===== config.mk =====
export PLATFORM = sky130hd
export DESIGN_NAME = sys_arr_feeder_flat
export DESIGN_NICKNAME = d
export VERILOG_FILES = /design/src/rtl/dsp_sys_arr_pkg.sv /design/src/rtl/sys_arr_feeder_if.sv /design/src/rtl/operand_skew_lane.sv /design/src/rtl/sys_arr_feeder.sv /design/src/flat_wrapper.sv
export SDC_FILE = /design/constraint.sdc
export NUM_CORES = 1
export LEC_CHECK = 0
export ABC_AREA = 1
export ABC_CLOCK_PERIOD_IN_PS = 14100
export CAP_MARGIN = 5
export CORE_MARGIN = 1
export CORE_UTILIZATION = 40
export DETAILED_ROUTE_END_ITERATION = 10
export GPL_TIMING_DRIVEN = 0
export PLACE_DENSITY_LB_ADDON = 0.25
export SLEW_MARGIN = 20
export SYNTH_ARGS = -nofsm -noshare
export SYNTH_HDL_FRONTEND = slang
export SYNTH_SLANG_ARGS = --single-unit

===== constraint.sdc =====
create_clock -name CLK -period 14.1 [get_ports CLK]
set_clock_uncertainty 0.15 [all_clocks]
set_input_delay 2.82 -clock CLK [delete_from_list [all_inputs] [get_ports CLK]]
set_output_delay 2.82 -clock CLK [all_outputs]
set_load 0.02 [all_outputs]

===== src/rtl/dsp_sys_arr_pkg.sv =====
// dsp_sys_arr_pkg: shared types and sizing helpers for the systolic-array
// datapath (operand feeder and array).
//   single_float   : IEEE-754 single-precision word as raw bits
//   feeder_state_t : feeder job phases IDLE -> LOAD -> STREAM -> DONE
//   stream_len()   : number of skewed steps needed to drain an MxN by NxK job
//   idx_w()        : index width for a count, never narrower than one bit
package dsp_sys_arr_pkg;

  typedef logic [31:0] single_float;

  typedef enum logic [1:0] {
    IDLE   = 2'd0,
    LOAD   = 2'd1,
    STREAM = 2'd2,
    DONE   = 2'd3
  } feeder_state_t;

  // Lane i starts i steps late and carries N operands, so the last lane
  // (index max(M,K)-1) finishes on step N+max(M,K)-2.
  function automatic int stream_len(int m, int n, int k);
    return n + ((m > k) ? m : k) - 1;
  endfunction

  function automatic int idx_w(int v);
    return (v > 1) ? $clog2(v) : 1;
  endfunction

endpackage


===== src/rtl/sys_arr_feeder_if.sv =====
// sys_arr_feeder_if: load stream, array-edge operands and job status of the
// operand feeder.
//   slave  modport : the feeder (drives ld_ready, operands, status, state)
//   master modport : the producer/consumer side (drives start, load word,
//                    arr_ready)
// Handshake: a load word moves on every rising edge where ld_valid and
// ld_ready are both high; ld_valid/ld_sel/ld_data must be stable across that
// edge. ld_ready does not depend combinationally on ld_valid. On the array
// side, arr_ready high lets the feeder advance one skew step on the edge;
// arr_ready low holds every operand and valid unchanged.
interface sys_arr_feeder_if
  import dsp_sys_arr_pkg::*;
#(
  parameter int M  = 2,
  parameter int K  = 2,
  parameter int DW = 32
);
  logic            start;
  logic            ld_valid;
  logic            ld_ready;
  logic            ld_sel;
  logic [DW-1:0]   ld_data;
  logic            arr_ready;
  logic [M*DW-1:0] a_out;
  logic [M-1:0]    a_valid;
  logic [K*DW-1:0] b_out;
  logic [K-1:0]    b_valid;
  logic            busy;
  logic            done;
  logic            error;
  feeder_state_t   state;     // debug view of the feeder FSM

  modport slave (
    input  start, ld_valid, ld_sel, ld_data, arr_ready,
    output ld_ready, a_out, a_valid, b_out, b_valid, busy, done, error, state
  );

  modport master (
    output start, ld_valid, ld_sel, ld_data, arr_ready,
    input  ld_ready, a_out, a_valid, b_out, b_valid, busy, done, error, state
  );
endinterface


===== src/rtl/operand_skew_lane.sv =====
// operand_skew_lane: one west-edge row or north-edge column of the feeder.
// Holds the N operands of its lane and presents, on a registered output,
// the operand belonging to skew step step_i (word step_i-LANE), or zero with
// valid low when that step lies outside the lane's window.
//   clk_i, rst_ni     : clock, asynchronous active-low reset of the outputs
//   wr_en_i/idx/data  : buffer write port (one word per cycle)
//   load_i, step_i    : capture the operand for step step_i
//   clear_i           : zero data and valid (end of job)
//   data_o, valid_o   : registered operand and valid; held when idle
module operand_skew_lane
  import dsp_sys_arr_pkg::*;
#(
  parameter  int N    = 3,
  parameter  int DW   = 32,
  parameter  int LANE = 0,
  parameter  int TW   = 2,
  localparam int IW   = idx_w(N)
) (
  input  logic          clk_i,
  input  logic          rst_ni,
  input  logic          wr_en_i,
  input  logic [IW-1:0] wr_idx_i,
  input  logic [DW-1:0] wr_data_i,
  input  logic          load_i,
  input  logic          clear_i,
  input  logic [TW-1:0] step_i,
  output logic [DW-1:0] data_o,
  output logic          valid_o
);
  logic [DW-1:0] buf_q [N];
  logic [DW-1:0] data_q, data_d;
  logic          valid_q, valid_d;
  int            rel;
  logic          in_win;
  logic [IW-1:0] rd_idx;
  logic [DW-1:0] rd_word;

  always_ff @(posedge clk_i) begin
    if (wr_en_i) buf_q[wr_idx_i] <= wr_data_i;
  end

  always_comb begin
    rel    = int'(step_i) - LANE;
    in_win = (rel >= 0) && (rel < N);
    rd_idx = IW'(rel);
    // Step 0 is captured on the same edge that writes the final load word,
    // so a word being written right now must bypass the buffer.
    rd_word = (wr_en_i && (wr_idx_i == rd_idx)) ? wr_data_i : buf_q[rd_idx];
  end

  always_comb begin
    data_d  = data_q;
    valid_d = valid_q;
    if (clear_i) begin
      data_d  = '0;
      valid_d = 1'b0;
    end else if (load_i) begin
      valid_d = in_win;
      data_d  = in_win ? rd_word : '0;
    end
  end

  always_ff @(posedge clk_i or negedge rst_ni) begin
    if (!rst_ni) begin
      data_q  <= '0;
      valid_q <= 1'b0;
    end else begin
      data_q  <= data_d;
      valid_q <= valid_d;
    end
  end

  assign data_o  = data_q;
  assign valid_o = valid_q;
endmodule


===== src/rtl/sys_arr_feeder.sv =====
// sys_arr_feeder: loads matrix A (MxN, row-major) then matrix B (NxK,
// row-major) from a single word stream, then drives the west (A rows) and
// north (B columns) edges of the systolic array with diagonally skewed
// operands and per-lane valids, and pulses done after the last step.
//   CLK, nRST : clock, asynchronous active-low reset
//   bus       : sys_arr_feeder_if.slave (load stream, edge operands, status)
// Optional build macro FEEDER_LOAD_CHECK_EN: flags (sticky) any accepted
// load word whose ld_sel does not match the A-then-B order.
module sys_arr_feeder
  import dsp_sys_arr_pkg::*;
#(
  parameter int M  = 2,
  parameter int N  = 3,
  parameter int K  = 2,
  parameter int DW = 32
) (
  input logic             CLK,
  input logic             nRST,
  sys_arr_feeder_if.slave bus
);
  localparam int MN    = M * N;
  localparam int TOTAL = MN + N * K;
  localparam int SLEN  = stream_len(M, N, K);
  localparam int CW    = idx_w(TOTAL);
  localparam int TW    = idx_w(SLEN);
  localparam int IW    = idx_w(N);
  localparam logic [CW-1:0] LAST_WORD = CW'(TOTAL - 1);
  localparam logic [TW-1:0] LAST_STEP = TW'(SLEN - 1);

  feeder_state_t state_q, state_d;
  logic [CW-1:0] ld_cnt_q, ld_cnt_d;
  logic [TW-1:0] t_q, t_d;
  logic          accept;
  logic          lane_load, lane_clear;
  logic [TW-1:0] lane_step;

  assign accept = (state_q == LOAD) && bus.ld_valid;

  always_comb begin
    state_d    = state_q;
    ld_cnt_d   = ld_cnt_q;
    t_d        = t_q;
    lane_load  = 1'b0;
    lane_clear = 1'b0;
    lane_step  = t_q + TW'(1);
    case (state_q)
      IDLE: if (bus.start) state_d = LOAD;
      LOAD: if (accept) begin
        if (ld_cnt_q == LAST_WORD) begin
          state_d   = STREAM;
          ld_cnt_d  = '0;
          t_d       = '0;
          lane_load = 1'b1;
          lane_step = '0;
        end else begin
          ld_cnt_d = ld_cnt_q + CW'(1);
        end
      end
      STREAM: if (bus.arr_ready) begin
        if (t_q == LAST_STEP) begin
          state_d    = DONE;
          t_d        = '0;
          lane_clear = 1'b1;
        end else begin
          t_d       = t_q + TW'(1);
          lane_load = 1'b1;
        end
      end
      DONE:    state_d = IDLE;
      default: state_d = IDLE;
    endcase
  end

  always_ff @(posedge CLK or negedge nRST) begin
    if (!nRST) begin
      state_q  <= IDLE;
      ld_cnt_q <= '0;
      t_q      <= '0;
    end else begin
      state_q  <= state_d;
      ld_cnt_q <= ld_cnt_d;
      t_q      <= t_d;
    end
  end

  logic [DW-1:0] a_data [M];
  logic          a_vld  [M];
  logic [DW-1:0] b_data [K];
  logic          b_vld  [K];

  // A word w < M*N is A[w/N][w%N]: lane w/N, slot w%N.
  for (genvar gi = 0; gi < M; gi++) begin : g_a
    logic          wr_en;
    logic [IW-1:0] wr_idx;
    always_comb begin
      wr_en  = accept && (int'(ld_cnt_q) < MN) && ((int'(ld_cnt_q) / N) == gi);
      wr_idx = IW'(int'(ld_cnt_q) % N);
    end
    operand_skew_lane #(.N(N), .DW(DW), .LANE(gi), .TW(TW)) u_lane (
      .clk_i(CLK), .rst_ni(nRST), .wr_en_i(wr_en), .wr_idx_i(wr_idx),
      .wr_data_i(bus.ld_data), .load_i(lane_load), .clear_i(lane_clear),
      .step_i(lane_step), .data_o(a_data[gi]), .valid_o(a_vld[gi])
    );
  end

  // B word r = w-M*N is B[r/K][r%K]: lane r%K, slot r/K.
  for (genvar gj = 0; gj < K; gj++) begin : g_b
    int            rel;
    logic          wr_en;
    logic [IW-1:0] wr_idx;
    always_comb begin
      rel    = int'(ld_cnt_q) - MN;
      wr_en  = accept && (rel >= 0) && ((rel % K) == gj);
      wr_idx = IW'(rel / K);
    end
    operand_skew_lane #(.N(N), .DW(DW), .LANE(gj), .TW(TW)) u_lane (
      .clk_i(CLK), .rst_ni(nRST), .wr_en_i(wr_en), .wr_idx_i(wr_idx),
      .wr_data_i(bus.ld_data), .load_i(lane_load), .clear_i(lane_clear),
      .step_i(lane_step), .data_o(b_data[gj]), .valid_o(b_vld[gj])
    );
  end

  always_comb begin
    bus.a_out   = '0;
    bus.a_valid = '0;
    bus.b_out   = '0;
    bus.b_valid = '0;
    for (int i = 0; i < M; i++) begin
      bus.a_out[i*DW +: DW] = a_data[i];
      bus.a_valid[i]        = a_vld[i];
    end
    for (int j = 0; j < K; j++) begin
      bus.b_out[j*DW +: DW] = b_data[j];
      bus.b_valid[j]        = b_vld[j];
    end
  end

  assign bus.ld_ready = (state_q == LOAD);
  assign bus.busy     = (state_q == LOAD) || (state_q == STREAM);
  assign bus.done     = (state_q == DONE);
  assign bus.state    = state_q;

`ifdef FEEDER_LOAD_CHECK_EN
  logic error_q;
  logic exp_sel;
  assign exp_sel = (int'(ld_cnt_q) >= MN);
  always_ff @(posedge CLK or negedge nRST) begin
    if (!nRST) error_q <= 1'b0;
    else if (accept && (bus.ld_sel != exp_sel)) error_q <= 1'b1;
  end
  assign bus.error = error_q;
`else
  logic unused_ld_sel;
  assign unused_ld_sel = bus.ld_sel;
  assign bus.error     = 1'b0;
`endif
endmodule

===== src/flat_wrapper.sv =====
// flat-port wrapper written by rule: the top's interface ports become plain ports
module sys_arr_feeder_flat import dsp_sys_arr_pkg::*;
#(
  parameter int M  = 2,
  parameter int N  = 3,
  parameter int K  = 2,
  parameter int DW = 32
)
  (CLK, nRST, bus_start, bus_ld_valid, bus_ld_sel, bus_ld_data, bus_arr_ready, bus_ld_ready, bus_a_out, bus_a_valid, bus_b_out, bus_b_valid, bus_busy, bus_done, bus_error, bus_state);
  sys_arr_feeder_if #(.M(M), .K(K), .DW(DW)) bus_i ();
  input logic CLK;
  input logic nRST;
  input wire logic [$bits(bus_i.start)-1:0] bus_start;
  input wire logic [$bits(bus_i.ld_valid)-1:0] bus_ld_valid;
  input wire logic [$bits(bus_i.ld_sel)-1:0] bus_ld_sel;
  input wire logic [$bits(bus_i.ld_data)-1:0] bus_ld_data;
  input wire logic [$bits(bus_i.arr_ready)-1:0] bus_arr_ready;
  output wire logic [$bits(bus_i.ld_ready)-1:0] bus_ld_ready;
  output wire logic [$bits(bus_i.a_out)-1:0] bus_a_out;
  output wire logic [$bits(bus_i.a_valid)-1:0] bus_a_valid;
  output wire logic [$bits(bus_i.b_out)-1:0] bus_b_out;
  output wire logic [$bits(bus_i.b_valid)-1:0] bus_b_valid;
  output wire logic [$bits(bus_i.busy)-1:0] bus_busy;
  output wire logic [$bits(bus_i.done)-1:0] bus_done;
  output wire logic [$bits(bus_i.error)-1:0] bus_error;
  output wire logic [$bits(bus_i.state)-1:0] bus_state;
  assign bus_i.start = bus_start;
  assign bus_i.ld_valid = bus_ld_valid;
  assign bus_i.ld_sel = bus_ld_sel;
  assign bus_i.ld_data = bus_ld_data;
  assign bus_i.arr_ready = bus_arr_ready;
  assign bus_ld_ready = bus_i.ld_ready;
  assign bus_a_out = bus_i.a_out;
  assign bus_a_valid = bus_i.a_valid;
  assign bus_b_out = bus_i.b_out;
  assign bus_b_valid = bus_i.b_valid;
  assign bus_busy = bus_i.busy;
  assign bus_done = bus_i.done;
  assign bus_error = bus_i.error;
  assign bus_state = bus_i.state;
  sys_arr_feeder #(.M(M), .N(N), .K(K), .DW(DW)) u_core (.CLK(CLK), .nRST(nRST), .bus(bus_i));
endmodule

==> metrics.md <==
| Metric | Value |
|---|---|
| Worst Max-Slew Pin Slew | `784.5 ps` |
| Die ar. | `0.05459 sq mm` |
| # Post-CTS Setup Buffers | `0` |
| Nets | `2215` |
| Routed vias | `15140` |
| Detail Placement HPWL | `42200 um` |
| Final Slew Violations | `0` |
| Antenna violations before repair | `1` |
| Failing checks | `DRC` |
| Mapped Nets | `1961` |
| Slowest CP cell | `clkbuf_1` |
| Crit share post-route | `52.38%` |
| Io pins | `176` |
| Post-synthesis xor/xnor area fraction | `0.04081%` |
| Reg clk slew, reported paths | `60 ps` |
| Share of cells above drive strength 1 | `10.48%` |
| Via count of the first global-routing pass | `15240` |
| H-Tree Depth | `2` |
| DRT Wirelength | `61170 um` |
| Via/cell ratio | `5.233` |
| Status | `finished, violations left` |
| Power Total | `5.801 mW` |
| Tightest Hold Check Type | `reg -> reg` |
| Cts bufs inserted | `53` |
| All-Layer GR Usage | `22.79%` |
| Compound-gate portion of the synthesized area | `6.967%` |
| Clock Latency Late Sink | `600 ps` |
| IO buf count | `173` |
| Commonest non-fill, non-tap cell in the layout | `nand2_1` |
| Commonest non-fill, non-tap cells in the layout | `nand2_1, edfxtp_1, clkdlybuf4s50_1` |
| R2r endpoint | `u_core.g_b[1].u_lane.data_o[24]` |
| Critical Path AT | `7670 ps` |
| Reg2Reg Depth | `18` |
| CP required | `14390 ps` |
| ANT cells | `0` |
| Avg Cell Area, Syn | `11.26 sq um` |
| Final hold vios | `0` |
| Pre-Repair DR Iteration Count | `10` |
| Yosys warnings | `0` |
| Clock buffer depth | `3` |
| Post-Synth Simple-Gate Area | `18.21%` |
| Crit-path max cell delay | `570 ps` |
| Die width | `233.6 um` |
| Final core occ | `49.74%` |
| VDD IR-drop max | `0.1090 mV` |
| Overflow after GRT | `0` |
| Worst-path cell chain | `clkdlybuf4s50_1, nand2_1, nor2_4, nor2_8, inv_2, buf_2, buf_2, ha_1, clkbuf_1, clkinv_1, nor2_1, nor3_1, nand2_1, buf_2, o211ai_1, o211ai_1, nand2_1` |
| WL/cell | `21.15 um` |
| Root buffer cell | `clkbuf_16` |
| Flop-to-flop setup slack | `8660 ps` |
| FP Rows | `84` |
| Pin count of the biggest net entering global routing | `80` |
| Sequential-to-total area share from yosys stat | `69.82%` |
| DR iter-0 viols | `1276` |
| Die Ht | `233.6 um` |
| CP Launch Type | `primary input` |
| Netlist Area Pre-Place | `0.02146 sq mm` |
| RSZ-0062 raised after global routing | `false` |
| Static Leak | `10.41 nW` |
| CTS tree | `yes` |
| Crit-path max FO | `10` |
| Mux cell area share after synthesis | `0%` |
| Largest family of logic cells by synthesized area | `simple AND/OR/NAND/NOR gates` |
| Critical Path Sink Type | `register` |
| First-pass GRT wire length | `92630 um` |
| Final setup fails | `0` |
| Setup CP Type | `in -> reg` |
| Worst hold endpoint | `u_core.g_b[1].u_lane.data_o[9]` |
| Synth Area in Adders | `0.9911%` |
| PwrDens | `221.0 mW/mm^2` |
| Max Freq | `0.1354 GHz` |
| Final min period | `7385 ps` |
| Setup_tns | `0 ps` |
| Hold path startpoint | `u_core.g_b[1].u_lane.data_o[9]` |
| Netlist cell types | `36` |
| Hold depth | `2` |
| Routability Congestion | `0.8418` |
| Cells after Synth | `1906` |
| Post-CTS sizing | `0` |
| Initial Util | `40.68%` |
| Core area | `0.05276 sq mm` |
| Max-cap viol count | `0` |
| Clock Sinks | `522` |
| Post-route ant nets | `0` |
| Area growth syn-to-layout | `22.29%` |
| Headroom to the max-slew limit | `47.70%` |
| Cts hold-fix bufs | `0` |
| Critical R2R Launch | `u_core.bus.state[1]` |
| Synth Register Bits | `522` |
| DRC Markers | `20` |
cell type report:
cell class                 count  area (sq um)
tap                          688         860.8
buffer                       114         594.3
inverter                      68         255.2
clock inverter                17         152.6
fill                        4652         26520
sequential                   522         14980
timing repair buffer         199          2123
multi-input combinational   1202          5708
clock buffer                  82          1567
worst max-delay path: cells and delay by family:
kind / cells / cell delay [ps]
AO/OA/AOI/OAI: 2 / 360
adder cells (fa/ha/maj): 1 / 170
buffers and inverters: 7 / 2770
AND/OR/NAND/NOR: 7 / 1490
metrics by stage:
stage          hold slack [ps]  cell area (sq um)  setup slack (ps)  cells
3_3_place_gp             314.5              24050              4018   2767
4_1_cts                  331.7              26250              6888   2892
3_5_place_dp             315.6              24530              6288   2793
6_report                 327.8              26250              6715   2892
5_1_grt                  343.2              26250              6646   2892
2_1_floorplan            307.0              21460              7996   1906
cell usage after synthesis (all sizes together):
cell type    n  area share [%]
a21o         2           0.070
a21oi        6            0.21
a31oi        1           0.029
buf         78             2.1
clkbuf      36            0.63
clkinv       1           0.017
conb         1           0.017
dfrtp      138              16
edfxtp     384              54
ha          17            0.99
inv         67             1.2
nand2      686              12
nand3      176             4.2
nand4        4            0.12
nor2        58             1.2
nor3        14            0.44
nor4         1           0.029
o2111ai      1           0.041
o211ai      97             3.4
o21ai      136             3.2
or2          1           0.029
xor2         1           0.041
metal layers:
layer / GRT usage [%] / up-vias / wire length [um]
li1: - / 7080 / -
met4: 8.218 / 0 / 1763
met3: 3.503 / 107 / 3777
met2: 37.37 / 522 / 29200
met1: 30.63 / 7426 / 26430
met5: 0 / - / 0
worst max-delay path by stage:
| stage | slack, ps | endpoint | start | cells past startpoint |
|---|---|---|---|---|
| 2_1_floorplan | 8000 | u_core.g_b[0].u_lane.buf_q[0][0] | bus_ld_valid | 4 |
| 3_5_place_dp | 6290 | u_core.g_b[1].u_lane.data_o[24] | bus_ld_valid | 17 |
| 3_3_place_gp | 4020 | u_core.g_b[0].u_lane.data_o[19] | nRST | 1 |
| 4_1_cts | 6890 | u_core.g_b[1].u_lane.data_o[24] | bus_ld_valid | 17 |
| 6_report | 6720 | u_core.g_b[1].u_lane.data_o[24] | bus_ld_valid | 17 |
| 5_1_grt | 6650 | u_core.g_b[1].u_lane.data_o[24] | bus_ld_valid | 17 |
flip-flops by register name, indices dropped and copies added (netlist names):
name / cells
u_core.bus.state: 2
u_core.g_a.u_lane.buf_q: 192
u_core.g_a.u_lane.data_o: 64
u_core.g_a.u_lane.valid_o: 2
u_core.g_b.u_lane.buf_q: 192
u_core.g_b.u_lane.data_o: 64
u_core.ld_cnt_q: 4
u_core.t_q: 2
logic make-up after synthesis:
| family | after synthesis |
|---|---|
| AO/OA/AOI/OAI | 243 |
| buffers and inverters | 182 |
| AND/OR/NAND/NOR | 940 |
| other | 1 |
| adder cells (fa/ha/maj) | 17 |
| XOR/XNOR | 1 |
| flip-flops | 522 |
where the power goes:
group / internal (mW) / switching [mW] / total [mW]
registers: 1.85 / 0.117 / 1.97
logic: 0.833 / 1.61 / 2.45
clock network: 0.800 / 0.584 / 1.38
total: 3.49 / 2.31 / 5.80
No activity file was read; power rests on OpenSTA's default activity.
